`src/rtl/inv_rns.sv`:
```
// Residue-to-double converter: centres each residue mod q, scales by 2^-scale, writes binary64.
// Optional build macro INV_RNS_RANGE_CHECK_EN replaces residues x >= q with quiet NaN.
module inv_rns #(
    parameter int unsigned LOGN = 13,
    parameter int unsigned LOGQ = 54
) (
    input  logic            clk,
    input  logic            rst_n,
    input  logic            start,
    input  logic [1:0]      current_n,
    input  logic [LOGQ-1:0] q,
    input  logic [10:0]     scale,
    output logic [LOGN-1:0] bram_rd_addr,
    input  logic [LOGQ-1:0] bram_rd_data,
    output logic [LOGN-1:0] bram_wr_addr,
    output logic [63:0]     bram_wr_data,
    output logic            bram_wea,
    output logic            busy,
    output logic            done,
    output logic            range_err
);

    localparam int unsigned MW = (LOGQ > 53) ? LOGQ : 53;
    localparam logic [63:0] QNAN = 64'h7FF8000000000000;

    typedef enum logic [1:0] {StIdle, StRun, StDrain} state_t;

    state_t          state, state_d;
    logic [LOGN-1:0] addr_d, last_c, last_r;
    logic [LOGQ-1:0] q_r;
    logic [10:0]     scale_r;
    logic            accept;

    // Two-cycle BRAM latency: valid and address ride alongside the read.
    logic [1:0]      rv;
    logic [LOGN-1:0] ra1, ra2;

    logic            s1_v, s1_sign, s1_nan;
    logic [LOGN-1:0] s1_addr;
    logic [LOGQ-1:0] s1_mag;

    logic            s2_v, s2_sign, s2_nan, s2_zero;
    logic [LOGN-1:0] s2_addr;
    logic [10:0]     s2_exp;
    logic [51:0]     s2_man;

    int              logsz;
    always_comb begin
        case (current_n)
            2'd0:    logsz = 13;
            2'd1:    logsz = 14;
            default: logsz = 15;
        endcase
        // Bits below log2(N) set; saturates to all-ones when N exceeds 2^LOGN.
        last_c = '0;
        for (int i = 0; i < LOGN; i++) last_c[i] = (i < logsz);
    end

    always_comb begin
        state_d = state;
        addr_d  = bram_rd_addr;
        accept  = 1'b0;
        done    = 1'b0;
        case (state)
            StIdle: begin
                if (start) begin
                    accept  = 1'b1;
                    state_d = StRun;
                    addr_d  = '0;
                end
            end
            StRun: begin
                if (bram_rd_addr == last_r) begin
                    state_d = StDrain;
                    addr_d  = '0;
                end else begin
                    addr_d = bram_rd_addr + 1'b1;
                end
            end
            StDrain: begin
                if (!(|rv || s1_v || s2_v || bram_wea)) begin
                    done    = 1'b1;
                    state_d = StIdle;
                end
            end
            default: state_d = StIdle;
        endcase
    end

    assign busy = (state != StIdle);

    always_ff @(posedge clk or negedge rst_n) begin
        if (!rst_n) begin
            state        <= StIdle;
            bram_rd_addr <= '0;
            q_r          <= '0;
            scale_r      <= '0;
            last_r       <= '0;
        end else begin
            state        <= state_d;
            bram_rd_addr <= addr_d;
            if (accept) begin
                q_r     <= q;
                scale_r <= scale;
                last_r  <= last_c;
            end
        end
    end

    // Stage 1: centre the residue into sign/magnitude.
    logic [LOGQ:0]   half_c;
    logic            neg_c, nan_c;
    logic [LOGQ-1:0] mag_c;
    always_comb begin
        half_c = ({1'b0, q_r} + (LOGQ+1)'(1)) >> 1;
        neg_c  = ({1'b0, bram_rd_data} >= half_c);
        mag_c  = neg_c ? (q_r - bram_rd_data) : bram_rd_data;
`ifdef INV_RNS_RANGE_CHECK_EN
        nan_c  = (bram_rd_data >= q_r);
`else
        nan_c  = 1'b0;
`endif
    end

    // Stage 2: leading-one detect, normalise, biased exponent with underflow flush.
    logic [7:0]        p_c, shamt_c;
    logic [MW-1:0]     mag_ext;
    logic [51:0]       man_c;
    logic signed [13:0] exp_c;
    logic              zero_c;
    always_comb begin
        p_c = '0;
        for (int i = 0; i < LOGQ; i++) begin
            if (s1_mag[i]) p_c = 8'(i);
        end
        mag_ext = MW'(s1_mag);
        shamt_c = 8'(MW - 1) - p_c;
        man_c   = 52'((mag_ext << shamt_c) >> (MW - 53));
        exp_c   = 14'sd1023 + $signed({6'd0, p_c}) - $signed({3'd0, scale_r});
        zero_c  = (s1_mag == '0) || (exp_c <= 14'sd0);
    end

    always_ff @(posedge clk or negedge rst_n) begin
        if (!rst_n) begin
            rv           <= '0;
            ra1          <= '0;
            ra2          <= '0;
            s1_v         <= 1'b0;
            s1_sign      <= 1'b0;
            s1_nan       <= 1'b0;
            s1_addr      <= '0;
            s1_mag       <= '0;
            s2_v         <= 1'b0;
            s2_sign      <= 1'b0;
            s2_nan       <= 1'b0;
            s2_zero      <= 1'b0;
            s2_addr      <= '0;
            s2_exp       <= '0;
            s2_man       <= '0;
            bram_wea     <= 1'b0;
            bram_wr_addr <= '0;
            bram_wr_data <= '0;
        end else begin
            rv           <= {rv[0], state == StRun};
            ra1          <= bram_rd_addr;
            ra2          <= ra1;
            s1_v         <= rv[1];
            s1_sign      <= neg_c;
            s1_nan       <= nan_c;
            s1_addr      <= ra2;
            s1_mag       <= mag_c;
            s2_v         <= s1_v;
            s2_sign      <= s1_sign;
            s2_nan       <= s1_nan;
            s2_zero      <= zero_c;
            s2_addr      <= s1_addr;
            s2_exp       <= exp_c[10:0];
            s2_man       <= man_c;
            bram_wea     <= s2_v;
            bram_wr_addr <= s2_addr;
            if (s2_nan)       bram_wr_data <= QNAN;
            else if (s2_zero) bram_wr_data <= '0;
            else              bram_wr_data <= {s2_sign, s2_exp, s2_man};
        end
    end

`ifdef INV_RNS_RANGE_CHECK_EN
    always_ff @(posedge clk or negedge rst_n) begin
        if (!rst_n)                range_err <= 1'b0;
        else if (accept)           range_err <= 1'b0;
        else if (s2_v && s2_nan)   range_err <= 1'b1;
    end
`else
    assign range_err = 1'b0;
`endif

endmodule

```
`config.mk`:
```
export PLATFORM = sky130hd
export DESIGN_NAME = inv_rns
export DESIGN_NICKNAME = d
export VERILOG_FILES = /design/src/rtl/inv_rns.sv
export SDC_FILE = /design/constraint.sdc
export NUM_CORES = 1
export LEC_CHECK = 0
export CORE_MARGIN = 2
export CORE_UTILIZATION = 43
export DETAILED_ROUTE_END_ITERATION = 7
export GPL_ROUTABILITY_DRIVEN = 0
export PLACE_DENSITY_LB_ADDON = 0.05
export SLEW_MARGIN = 20
export SYNTH_ARGS = -nofsm -noshare
export SYNTH_HDL_FRONTEND = slang
export SYNTH_SLANG_ARGS = --single-unit
```
`constraint.sdc`:
```
create_clock -name clk -period 7.7 [get_ports clk]
set_input_delay 1.54 -clock clk [delete_from_list [all_inputs] [get_ports clk]]
set_output_delay 1.54 -clock clk [all_outputs]
set_load 0.005 [all_outputs]
```
==> results by stage <==
Status:
- The flow ran to the end, and the final reports show no timing, DRC or antenna violations.

Logic synthesis:
- The portion of synthesized area spent on multiplexers is approximately 5.9%.
- The cell count after synthesis came out at 2211.
- The post-synthesis average cell area is between 9 and 10 sq um.
- The sequential share of the synthesized area is 41.9%.
- The share of synthesized cell area in and, or, nand and nor gates is between 15 and 20%.
- When the netlist entered floorplanning its net count stood at 2453.
- During synthesis, Yosys emitted a total of 0 warnings.
- The main combinational cell family by area after synthesis is simple AND/OR/NAND/NOR gates.
- The xor/xnor share of the synthesized area is 5.06%.
- The synthesized netlist devotes ~16% of its cell area to compound gates.
- Of the total synthesized cell area, the portion taken by full adders, half adders and majority gates is 7.43%.
- Counting flops with a built-in enable in the synthesized netlist gives 0.
- The share of flip-flops with an asynchronous set or reset after synthesis is between 90% and 100%.
- Yosys mapped the design onto about 90 distinct sky130hd cell types.
- In this run, synthesis produced a sequential element count of 336.
- Summing every instance area after synthesis gives roughly 20000 sq um.
- The commonest register cell after synthesis is dfrtp_1.

Floorplanning:
- In this run the core area contains just under 80 standard-cell rows.
- The die footprint is between 40000 and 50000 sq um.
- The core region is 46400 sq um.
- For this configuration, the core starts out at a cell density of 43.3%.
- In this run the count of I/O pins placed on the die edge is roughly 220.
- The die extent in x is 220 um.
- The vertical extent of the die is 220 um.

Routing:
- The starting DRC count in detailed routing is 1553.
- After detailed routing, the number of remaining DRC violations is 0.
- The per-cell via count in the routed design is 5.48.
- Summed over all layers, the routed wires come to 53300 um.
- Dividing the detail-routed wire length by the instance count gives 17.6 um.
- The number of vias in the routed layout is 16600.
- For this run, the detailed router's first-pass iteration total came to 6.
- The residual antenna-violating net count after detailed routing is 0.

Power and ir drop:
- Summed over all cells, the static leakage comes to 11.0 nW.
- Across the VDD grid, the largest voltage drop is 0.190 mV.
- The post-route total power is 5.46 mW.
- The power density over the cells is 227 nW/um^2.

Cells and area:
- The area overhead of the layout relative to synthesis is 19.8%.
- Of the cells placed in the final design, the portion with a size suffix greater than 1 is under 10%.
- The repair_antennas step left the layout with diodes totalling 0.
- The cell area after layout is 24000 sq um.
- In the final design database the tool counted 2631 nets.

Global route:
- The via count of the first global-routing pass is 16000.
- Entering global routing, the biggest net connects 143 pins.
- The initial antenna violation count is 0.
- The first global-routing pass estimated 86700 um of wire.
- The overall track demand over capacity in global routing is about 22%.
- The overall overflow remaining after global route is 0.

STA:
- Setup repair after global routing left no endpoint under its margin.
- The fmax is 161 MHz.
- Clock skew on the completed layout was measured at 13.9 ps.
- The share of the clock period used by the worst path after layout is 80.6%.
- The tightest hold margin is around 340 ps.
- The count of final hold-check violations is 0.
- After layout, the minimum clock period comes to approximately 6200 ps.
- In this run the tightest slew margin relative to its limit is 31.7%.
- The post-route setup TNS is 0 ps.
- Across all setup checks in the final design, the least slack found is 1490 ps.
- The actual slew at the worst max-slew pin is ~1000 ps.
- The max-slew violation count is 0.
- The number of endpoints failing setup at the final stage is 0.

Worst setup path:
- The worst-path maximum fanout is 78.
- The data required time at the worst endpoint is 8160 ps.
- The startpoint type of the worst setup path is a flop.
- The endpoint kind of the worst setup timing path is a flop.
- The critical path is of the reg2reg type.
- The arrival time at the worst endpoint is roughly 6700 ps.

Clock network:
- The quantity of hold-fixing buffers added after cts is 0.
- TritonCTS created 38 clock buffers.
- TritonCTS built the clock tree.
- The H-tree was split into 2 levels.
- CTS placed an instance of clkbuf_16 at the clock tree root.
- The clock-pin slew on the worst setup and hold paths is 60 ps.
- The number of sinks driven by the clock tree is approximately 340.
- The buffer count from post-CTS setup fixing is 0.
- After clock tree synthesis, the repair step resized 0 gates.
- The clock latency at the later pin of the worst-skew pair is 550 ps.
- Counting along the longest clock path gives a buffer depth of 3.

Hold path:
- The worst hold-check path type is reg2reg.

Placement:
- The port buffer count is between 200 and 250.
- Before CTS, the worst setup slack after placement is about 1500 ps.
- Summing all placed instances gives a cell area of 22800 sq um.
- The placed wire-length estimate is a little over 40000 um.

Job:
- Max-cap violations in this run came to 0.
[per-stage QoR]
stage | instances | utilization, %
5_1_grt | 3023 | 51.9
3_5_place_dp | 2956 | 49.1
4_1_cts | 3023 | 51.9
3_3_place_gp | 2956 | 49.1
6_report | 3023 | 51.9
2_1_floorplan | 2211 | -
[cells in the mapped netlist (32+ instances only)]
cell | number | area, sq um
nand2_1 | 345 | 1290
dfrtp_1 | 336 | 8410
nor2_1 | 154 | 578
a21oi_1 | 126 | 631
o21ai_0 | 122 | 611
ha_1 | 116 | 1450
inv_1 | 100 | 375
mux2i_1 | 91 | 911
nor2b_1 | 80 | 500
clkbuf_1 | 60 | 225
xnor2_1 | 59 | 517
xor2_1 | 55 | 482
nand3_1 | 50 | 250
a21o_1 | 47 | 353
nor3_1 | 45 | 225
o22ai_1 | 32 | 200
[layout make-up]
class / instances / area, sq um
Tap cell: 607 / 759
Timing Repair Buffer: 229 / 2280
Sequential cell: 336 / 8410
Inverter: 103 / 387
Clock inverter: 13 / 126
Fill cell: 4412 / 22300
Clock buffer: 54 / 1160
Multi-Input combinational cell: 1681 / 10900
[worst max-delay path, stage by stage (launching register included)]
cell and delay [ps]:
dfrtp_1 430, ha_1 240, inv_1 50, nor2_1 100, buf_4 160, and3_1 280, nand3_1 230, nor2_1 300
and3_1 270, and4_1 320, and4_1 250, and4_1 270, nand3_1 110, xor2_1 160, ha_1 290, nand4_1 210
nor4_1 440, nand2_1 190, o31ai_1 300, a21oi_1 60, o21ai_0 100, a21oi_1 90, and2_1 270, inv_2 360
buf_12 310, o21ai_0 170, o22ai_1 140
[power by group]
part / total, mW / internal (mW) / switching (mW) / leakage, nW
sequential: 2.15 / 2.04 / 0.113 / 3.96
combinational: 1.50 / 0.687 / 0.812 / 6.36
clock: 1.80 / 1.09 / 0.716 / 0.641
[placed cells by master (no fill, tap or decap), drive strengths merged, types with 16 or more instances in the layout]
| master | instances |
|---|---|
| o21ai | 134 |
| nand2 | 345 |
| a21oi | 127 |
| nor4 | 23 |
| nand3 | 51 |
| a31oi | 16 |
| xor2 | 55 |
| dfrtp | 336 |
| a21o | 47 |
| nor2b | 80 |
| buf | 16 |
| and3 | 22 |
| o22ai | 33 |
| ha | 116 |
| clkdlybuf4s50 | 213 |
| xnor2 | 60 |
| nand4 | 26 |
| nor3 | 45 |
| inv | 103 |
| mux2 | 19 |
| clkbuf | 54 |
| nor2 | 156 |
| mux2i | 91 |
[worst paths after layout]
path	cells past startpoint	startpoint	slack [ps]	endpoint
min reg2reg	0	s1_sign$_DFF_PN0_	340	s2_sign$_DFF_PN0_
min in group asynchronous	1	rst_n	950	bram_wr_data[12]$_DFF_PN0_
min	0	s1_sign$_DFF_PN0_	340	s2_sign$_DFF_PN0_
max reg2reg	26	q_r[1]$_DFFE_PN0P_	1490	mag_ext[40]$_DFF_PN0_
max in group asynchronous	2	rst_n	5540	s2_addr[4]$_DFF_PN0_
max	26	q_r[1]$_DFFE_PN0P_	1490	mag_ext[40]$_DFF_PN0_
[sequential cells by signal, indices dropped and copies added (netlist names), 2 cells and up]
register      count
bram_wr_data     64
mag_ext          54
q_r              54
s2_man           52
bram_rd_addr     13
bram_wr_addr     13
ra1              13
ra2              13
s1_addr          13
s2_addr          13
s2_exp           11
scale_r          11
last_r            2
rv                2
state             2
[per-layer routing]
metal / vias to the layer above / part of all wire, % / global-route usage, %
met5: - / 0 / 0
met4: 0 / 2.2 / 6.20
met3: 73 / 5.5 / 3.42
met2: 515 / 46 / 36.1
met1: 7814 / 46 / 31.0
li1: 8155 / - / -
[cells by family after synthesis]
family	count (synthesis)
and+or+nand+nor	820
AOI/OAI and AO/OA	514
DFF	336
buffers and inverters	194
adders and majority gates	118
xor gates and xnor gates	115
muxes	113
other	1
No activity file was read; power rests on OpenSTA's default activity.
